`config.mk`:
```
export PLATFORM = sky130hd
export DESIGN_NAME = iob_nativebridge_target
export DESIGN_NICKNAME = d
export VERILOG_FILES = /design/src/rtl/iob_nativebridge_target.sv
export SDC_FILE = /design/constraint.sdc
export NUM_CORES = 1
export LEC_CHECK = 0
export BUFFER_PORTS_ARGS = -buffer_cell sky130_fd_sc_hd__buf_4
export CORE_ASPECT_RATIO = 1.75
export CORE_MARGIN = 2
export CORE_UTILIZATION = 42
export DETAILED_ROUTE_END_ITERATION = 16
export HOLD_SLACK_MARGIN = 0.08
export PLACE_DENSITY_LB_ADDON = 0.1
export RECOVER_POWER = 50
export SETUP_SLACK_MARGIN = 0.2
export SLEW_MARGIN = 5
export SYNTH_ARGS = -nofsm -noshare
export SYNTH_HDL_FRONTEND = slang
export SYNTH_SLANG_ARGS = --single-unit
```
`constraint.sdc`:
```
create_clock -name clk -period 1.55 [get_ports clk]
set_clock_uncertainty 0.15 [all_clocks]
set_input_delay 0.31 -clock clk [delete_from_list [all_inputs] [get_ports clk]]
set_output_delay 0.31 -clock clk [all_outputs]
set_load 0.02 [all_outputs]
```
`src/rtl/iob_nativebridge_target.sv`:
```
// Bridges a hold-until-ready external request interface onto a local
// valid/ready bus. One transaction is in flight at a time; the local side
// is given a bounded number of cycles to answer before an all-ones error
// response is returned and a sticky error flag is raised.
module iob_nativebridge_target #(
  parameter int DATA_W  = 32,
  parameter int ADDR_W  = 16,
  parameter int TIMEOUT = 200
) (
  input  logic                clk,
  input  logic                rst,
  input  logic                valid_ext,
  input  logic [ADDR_W-1:0]   address_ext,
  input  logic [DATA_W-1:0]   wdata_ext,
  input  logic [DATA_W/8-1:0] wstrb_ext,
  output logic [DATA_W-1:0]   rdata_ext,
  output logic                ready_ext,
  output logic                m_valid,
  output logic [ADDR_W-1:0]   m_address,
  output logic [DATA_W-1:0]   m_wdata,
  output logic [DATA_W/8-1:0] m_wstrb,
  input  logic [DATA_W-1:0]   m_rdata,
  input  logic                m_ready,
  output logic                busy,
  output logic                err,
  input  logic                err_clr
);

  typedef enum logic [1:0] {
    IDLE = 2'd0,
    REQ  = 2'd1,
    RESP = 2'd2
  } state_t;

  // Counter value at which a REQ cycle without m_ready becomes a timeout.
  localparam logic [7:0] TimeoutLast = 8'(TIMEOUT - 1);

  state_t              state_q, state_d;
  logic [ADDR_W-1:0]   addr_q;
  logic [DATA_W-1:0]   wdata_q;
  logic [DATA_W/8-1:0] wstrb_q;
  logic [DATA_W-1:0]   rdata_q;
  logic [7:0]          count_q;
  logic                err_q;
  logic                timeoutHit;

  // A completion in the last allowed cycle beats the timeout.
  assign timeoutHit = (state_q == REQ) && !m_ready && (count_q == TimeoutLast);

  // State register; reset aborts any transaction without a response.
  always_ff @(posedge clk) begin
    if (rst) state_q <= IDLE;
    else     state_q <= state_d;
  end

  // Next-state logic: accept in IDLE, wait for completion or timeout, answer once.
  always_comb begin
    state_d = state_q;
    case (state_q)
      IDLE:    if (valid_ext) state_d = REQ;
      REQ:     if (m_ready || timeoutHit) state_d = RESP;
      RESP:    state_d = IDLE;
      default: state_d = IDLE;
    endcase
  end

  // Request capture, response latch, wait counter and sticky error flag.
  always_ff @(posedge clk) begin
    if (rst) begin
      addr_q  <= '0;
      wdata_q <= '0;
      wstrb_q <= '0;
      rdata_q <= '0;
      count_q <= '0;
      err_q   <= 1'b0;
    end else begin
      if (state_q == IDLE && valid_ext) begin
        addr_q  <= address_ext;
        wdata_q <= wdata_ext;
        wstrb_q <= wstrb_ext;
        count_q <= '0;
      end
      if (state_q == REQ) begin
        if (m_ready) begin
          rdata_q <= (wstrb_q == '0) ? m_rdata : '0;
        end else if (timeoutHit) begin
          rdata_q <= '1;
        end else begin
          count_q <= count_q + 8'd1;
        end
      end
      if (timeoutHit)   err_q <= 1'b1;
      else if (err_clr) err_q <= 1'b0;
    end
  end

  // Output decode; m_valid and ready_ext come from disjoint states.
  always_comb begin
    m_valid   = 1'b0;
    ready_ext = 1'b0;
    busy      = 1'b0;
    case (state_q)
      REQ: begin
        m_valid = 1'b1;
        busy    = 1'b1;
      end
      RESP: begin
        ready_ext = 1'b1;
        busy      = 1'b1;
      end
      default: begin
        m_valid   = 1'b0;
        ready_ext = 1'b0;
        busy      = 1'b0;
      end
    endcase
  end

  assign m_address = addr_q;
  assign m_wdata   = wdata_q;
  assign m_wstrb   = wstrb_q;
  assign rdata_ext = rdata_q;
  assign err       = err_q;

endmodule

```
==> flow_summary.toml, run 1 <==
[outcome]
status = "complete, but fails checks"
failed_checks = "negative setup slack"

[timing]
fin_crit_sh_pct = 117
fin_setup_tns_ns = -8.28
setup_slack_ns = -0.271
drv_slew = 0
min_period_ns = 1.82
setup_viol_count_final = 91
fmax_mhz = 549
final_hold_viol_count = 0
tightestPinTransition_ns = 0.408
slew_headroom_pct = 72.8
rsz0062_at_grt = "true"

[clock_network]
clkSinkCount = 95
cts_buffer_depth = 2
tritoncts = "yes"
cts.htree.levels = 3
cts_root_buf = "clkbuf_16"
numCtsBuffers = 9
cts.clk_slew.worst_paths_ns = 0.06
clock_latency_ns = 0.34

[final_layout]
instances_no_fill = 843
areaGrowthSynthToFinish_pct = 104
drive_above_1_share_pct = 57.5
final_cell_mix = "151 x buf_4, 84 x dfxtp_1, 61 x a21oi_2"
fin_util_pct = 87.1
nFillCells = 454
final_nets = 812
final_common_cell = "buf_4"

[worst_hold_path]
min_to = "m_wdata[17]"
hold_start = "wdata_ext[17]"
min_path_cells = 3
hp-class = "input port to flip-flop"

[placement]
globalplace.congestion = 0.867
dpl.cell_count = 733
dp_hpwl_um = 7210
pre_cts_ws_ns = -0.0848
port_buffers = 176

[route]
drc = 0
vias = 4470
routed_via_density = 5.30
routed_wl_um = 17100
dr.pass1.iters = 4
ant_nets = 0
drtIter0Drc = 225
wl_per_cell_um = 20.3

[setup_path]
worstPathMaxFanout = 5
required_ns = 1.64
arrival_ns = 1.91
r2r_start = "state_q[1]"
r2r_slack_ns = -0.27
endpoint_kind = "flip-flop"
crit_type = "flip-flop to flip-flop"
start_kind = "flip-flop"
critPathLaunch = "state_q[1]"
r2r-end = "count_q[4]"
r2r_cells = 7

[yosys]
postSynthAreaPerCell_sq_um = 8.61
syn_area_sq_um = 3820
synth_warnings = 0
synth.distinct_cells = 36
ys_seq_area_share_pct = 49.8
ys_ff_latch = 95
synth.net_count = 539
synthCells = 444

[floorplanning]
ios = 177
dieArea_sq_um = 9910
core_sq_um = 8980
initial_core_util_pct = 42.6
row_count = 46
fp.dieW_um = 76.1
dieHeight_um = 130

[grt]
grt_pass1_wl_um = 20400
antenna_found_initial = 0
grt.total_usage_pct = 25.9
grt_max_degree = 33
first_global_vias = 4293
overflow = 0

[power_and_ir_drop]
power.density_nw_per_um2 = 1510
fin_total_pwr_mw = 11.8
power_leakage_nw = 3.34
max-vdd-ir-drop_v = 0.00102

[flow_run]
drv_cap = 0
## flip-flops by register name, summed over array words and instances (netlist names)
name,flops
m_wdata,32
rdata_ext,32
m_address,16
count_q,8
m_wstrb,4
state_q,2
err,1
## cell type report
cell class                      instances  area [sq um]  area share (%)
Timing Repair Buffer                  296          2740            35.0
Multi-Input combinational cell        280          2540            32.5
Sequential cell                        95          1920            24.6
Clock buffer                           12           236            3.03
Tap cell                              120           150            1.92
Inverter                               35           134            1.71
Clock inverter                          4          95.1            1.22
Antenna cell                            1          2.50          0.0320
## where the power goes
part           internal, mW  switching, mW
Combinational          2.81           3.14
Clock                  1.58          0.932
Sequential             2.94          0.362
Total                  7.33           4.44
## stage by stage
| step | hold slack, ns | cell area, sq um |
|---|---|---|
| 2_1_floorplan | 0.286 | 4040 |
| 3_3_place_gp | 0.293 | 5580 |
| 3_5_place_dp | 0.297 | 5580 |
| 4_1_cts | 0.0811 | 7160 |
| 5_1_grt | 0.0876 | 7810 |
| 6_report | 0.0866 | 7820 |
## critical path: stages, from the launching register on
cell,delay [ns]
dfxtp_2,0.34
inv_4,0.07
ha_4,0.15
and2b_2,0.19
o41ai_4,0.08
buf_4,0.18
or3_1,0.35
a31oi_1,0.21
## cells by family (layout without fill, tap and decap cells)
kind of cell,count (synthesis),after routing,synth area share (%)
AOI/OAI and AO/OA,131,131,23.2
xor gates and xnor gates,2,2,0.458
adders and majority gates,6,6,1.96
buffers and inverters,69,347,7.53
DFF,95,95,49.8
muxes,3,3,0.818
other,0,1,0
and+or+nand+nor,138,138,16.3
## cells in the mapped netlist
library cell | number | area, sq um
clkbuf_2 | 1 | 5.00
buf_4 | 1 | 7.51
nor2_1 | 2 | 7.51
nand4_1 | 1 | 6.26
clkbuf_1 | 22 | 82.6
mux2i_1 | 2 | 20.0
buf_1 | 6 | 22.5
a211oi_1 | 13 | 97.6
ha_1 | 6 | 75.1
nor3_1 | 3 | 15.0
buf_2 | 1 | 5.00
xnor2_1 | 2 | 17.5
nand2b_1 | 5 | 31.3
o41ai_4 | 1 | 27.5
o21a_1 | 1 | 7.51
a21oi_1 | 87 | 435
o21ai_2 | 1 | 8.76
mux2_2 | 1 | 11.3
a211oi_2 | 20 | 250
nand2_1 | 109 | 409
buf_6 | 3 | 33.8
a21oi_2 | 1 | 8.76
nor4_4 | 2 | 42.5
o21ai_0 | 2 | 10.0
nand3_1 | 8 | 40.0
and2b_1 | 1 | 7.51
and2_1 | 1 | 6.26
inv_1 | 35 | 131
nand4_4 | 1 | 21.3
or3_1 | 2 | 12.5
nor2b_1 | 1 | 6.26
nand4b_1 | 2 | 17.5
dfxtp_1 | 95 | 1900
a31oi_1 | 2 | 12.5
o31ai_1 | 2 | 15.0
o41a_2 | 1 | 12.5
## worst max path at each step
stage | to | cells after the start | slack, ns
floorplan | count_q[3] | 6 | -0.07
global placement | state_q[1] | 5 | -0.06
detailed placement | count_q[4] | 5 | -0.08
CTS | busy | 4 | -0.11
global route | count_q[4] | 7 | -0.30
finish | count_q[4] | 7 | -0.27
## layer usage
metal,up-vias,GRT usage (%),share of wire [%]
met5,-,0,0
met4,0,12.9,4.2
li1,2032,-,-
met1,2152,25.4,36
met2,225,49.9,54
met3,61,6.85,5.9
## repair_timing
action,CTS,global route
gates cloned,9,6
hold buffers,47,3
hold endpoints to repair,47,3
pin swaps,51,57
buffers inserted,17,11
gates resized for setup,108,140
endpoints found under the setup margin,100,98
Power figures use the tool's default switching activity.
==> run 2, diff against run 1 <==
- CELL_PAD_IN_SITES_DETAIL_PLACEMENT: default -> 1
- CELL_PAD_IN_SITES_GLOBAL_PLACEMENT: default -> 1
- CORE_UTILIZATION: 42 -> 30
==> run 2 against run 1 <==
  * Largest power group unchanged
  * Via count decreased by 6.2%
  * Critical endpoint is now busy
  * Sequential power decreased by 2%
  * The run still ends with negative setup slack left
  * First-iteration DRC count decreased by 68%
==> flow_summary.toml, run 2 (synthesis gave the netlist of run 1 again) <==
[final_layout]
multiInputGateArea_sq_um = 2390
areaGrowthSynthToFinish_pct = 96.9
nFillCells = 1415
regArea_sq_um = 1920
drive_above_1_share_pct = 54.7
final_cell_mix = "157 x buf_4, 84 x dfxtp_1, 61 x a21oi_2"
instances_no_fill = 881
final_nets = 803
antenna-diode-count = 0
final_common_cell = "buf_4"

[timing]
fin_crit_sh_pct = 107
setup_slack_ns = -0.116
setup_viol_count_final = 84
rsz0062_at_grt = "true"
fin_hold_ws_ns = 0.0852
slew_headroom_pct = 70.1
fmax_mhz = 600
final_hold_viol_count = 0
drv_slew = 0
min_period_ns = 1.67
tightestPinTransition_ns = 0.447

[clock_network]
numCtsBuffers = 9
clock_latency_ns = 0.34
cts.htree.levels = 3
clkSinkCount = 95
cts.clk_slew.worst_paths_ns = 0.07
cts_root_buf = "clkbuf_16"
cts_buffer_depth = 2
tritoncts = "yes"

[power_and_ir_drop]
fin_total_pwr_mw = 11.0
power.density_nw_per_um2 = 1460
power_leakage_nw = 3.16
max-vdd-ir-drop_v = 0.000817

[route]
drc = 0
wl_per_cell_um = 17.3
vias = 4191
routed_wl_um = 15200
routed_via_density = 4.76
dr.pass1.iters = 4
drtIter0Drc = 71
ant_nets = 0

[floorplanning]
initial_core_util_pct = 30.7
dieArea_sq_um = 13700
row_count = 54
ios = 177
core_sq_um = 12400
fp.dieW_um = 89.3
dieHeight_um = 153

[outcome]
status = "complete, but fails checks"
failed_checks = "negative setup slack"

[worst_hold_path]
hp-class = "input port to flip-flop"

[setup_path]
required_ns = 1.09
worstPathMaxFanout = 3
r2r_slack_ns = -0.09
r2r_start = "count_q[1]"
endpoint_kind = "output pin"
r2r-end = "rdata_ext[29]"
crit_type = "flip-flop to output pin"
start_kind = "flip-flop"
worstSetupEndpoint = "busy"
r2r_cells = 6
critPathLaunch = "state_q[0]"
arrival_ns = 1.21

[placement]
dpl.cell_count = 784
globalplace.congestion = 0.755
dp_hpwl_um = 8840
port_buffers = 176
pre_cts_ws_ns = -0.126

[grt]
overflow = 0
first_global_vias = 4514
grt_max_degree = 33
grt_pass1_wl_um = 22300
antenna_found_initial = 0
grt.total_usage_pct = 20.7

[flow_run]
drv_cap = 0
==> run 2: cell count changes in the layout (fill, tap and decap cells not counted), moves of 2 or more <==
cell,previous run,this run
a211oi_2,33,31
a211oi_4,0,2
clkbuf_8,0,3
buf_4,151,157
buf_6,20,16
buf_8,3,0
clkbuf_1,46,42
buf_12,15,12
nand2_4,60,41
nand2_1,36,56
buf_16,8,5
==> run 2: metrics by stage <==
| stage | instance area, sq um | utilization [%] | setup TNS, ns |
|---|---|---|---|
| floorplan | 4040 | - | -0.141 |
| finish | 7530 | 60.5 | -3.09 |
| CTS | 7110 | 57.2 | -4.15 |
| global placement | 5670 | 45.6 | -0.432 |
| global route | 7530 | 60.5 | -9.84 |
| detailed placement | 5670 | 45.6 | -3.26 |
==> run 2: what timing repair did <==
item,in CTS,in global routing
hold buffers,48,2
cloned,5,6
hold endpoints to repair,48,2
endpoints found under the setup margin,100,100
pin swaps,35,65
resized for setup,97,101
setup buffers,15,5
==> run 2: worst max-delay path, cell delays in order, from the launching register on <==
cell and delay [ns]:
dfxtp_4 0.36, buf_6 0.11, inv_6 0.04, ha_4 0.25, buf_6 0.11
==> run 2: cell type report <==
class                   count  area share (%)
multi-input cells         280            31.8
repair buffers            287            33.5
clock buffers              12            3.54
well taps                 168            2.79
flip-flops and latches     95            25.6
inverters                  35            1.81
clock inverters             4           0.998
==> run 2: worst min path at each step <==
stage,start,end,cells after the start
floorplan,wstrb_ext[2],m_wstrb[2],2
global placement,m_address[10],m_address[10],2
detailed placement,m_wdata[27],m_wdata[27],2
CTS,wdata_ext[24],m_wdata[24],3
global route,wdata_ext[24],m_wdata[24],3
finish,wdata_ext[24],m_wdata[24],3
==> run 2: where the power goes <==
part	total, mW	internal, mW	switching [mW]
combinational	5.21	2.41	2.80
sequential	3.23	2.94	0.287
clock	2.52	1.55	0.969
total	11.0	6.90	4.06
==> run 2: per-layer routing <==
layer / share of wire (%) / vias to the layer above / global-route usage [%]
li1: - / 2008 / -
met1: 35 / 2042 / 21.8
met2: 58 / 123 / 39.3
met3: 5.0 / 18 / 4.91
met4: 1.9 / 0 / 5.61
met5: 0 / - / 0
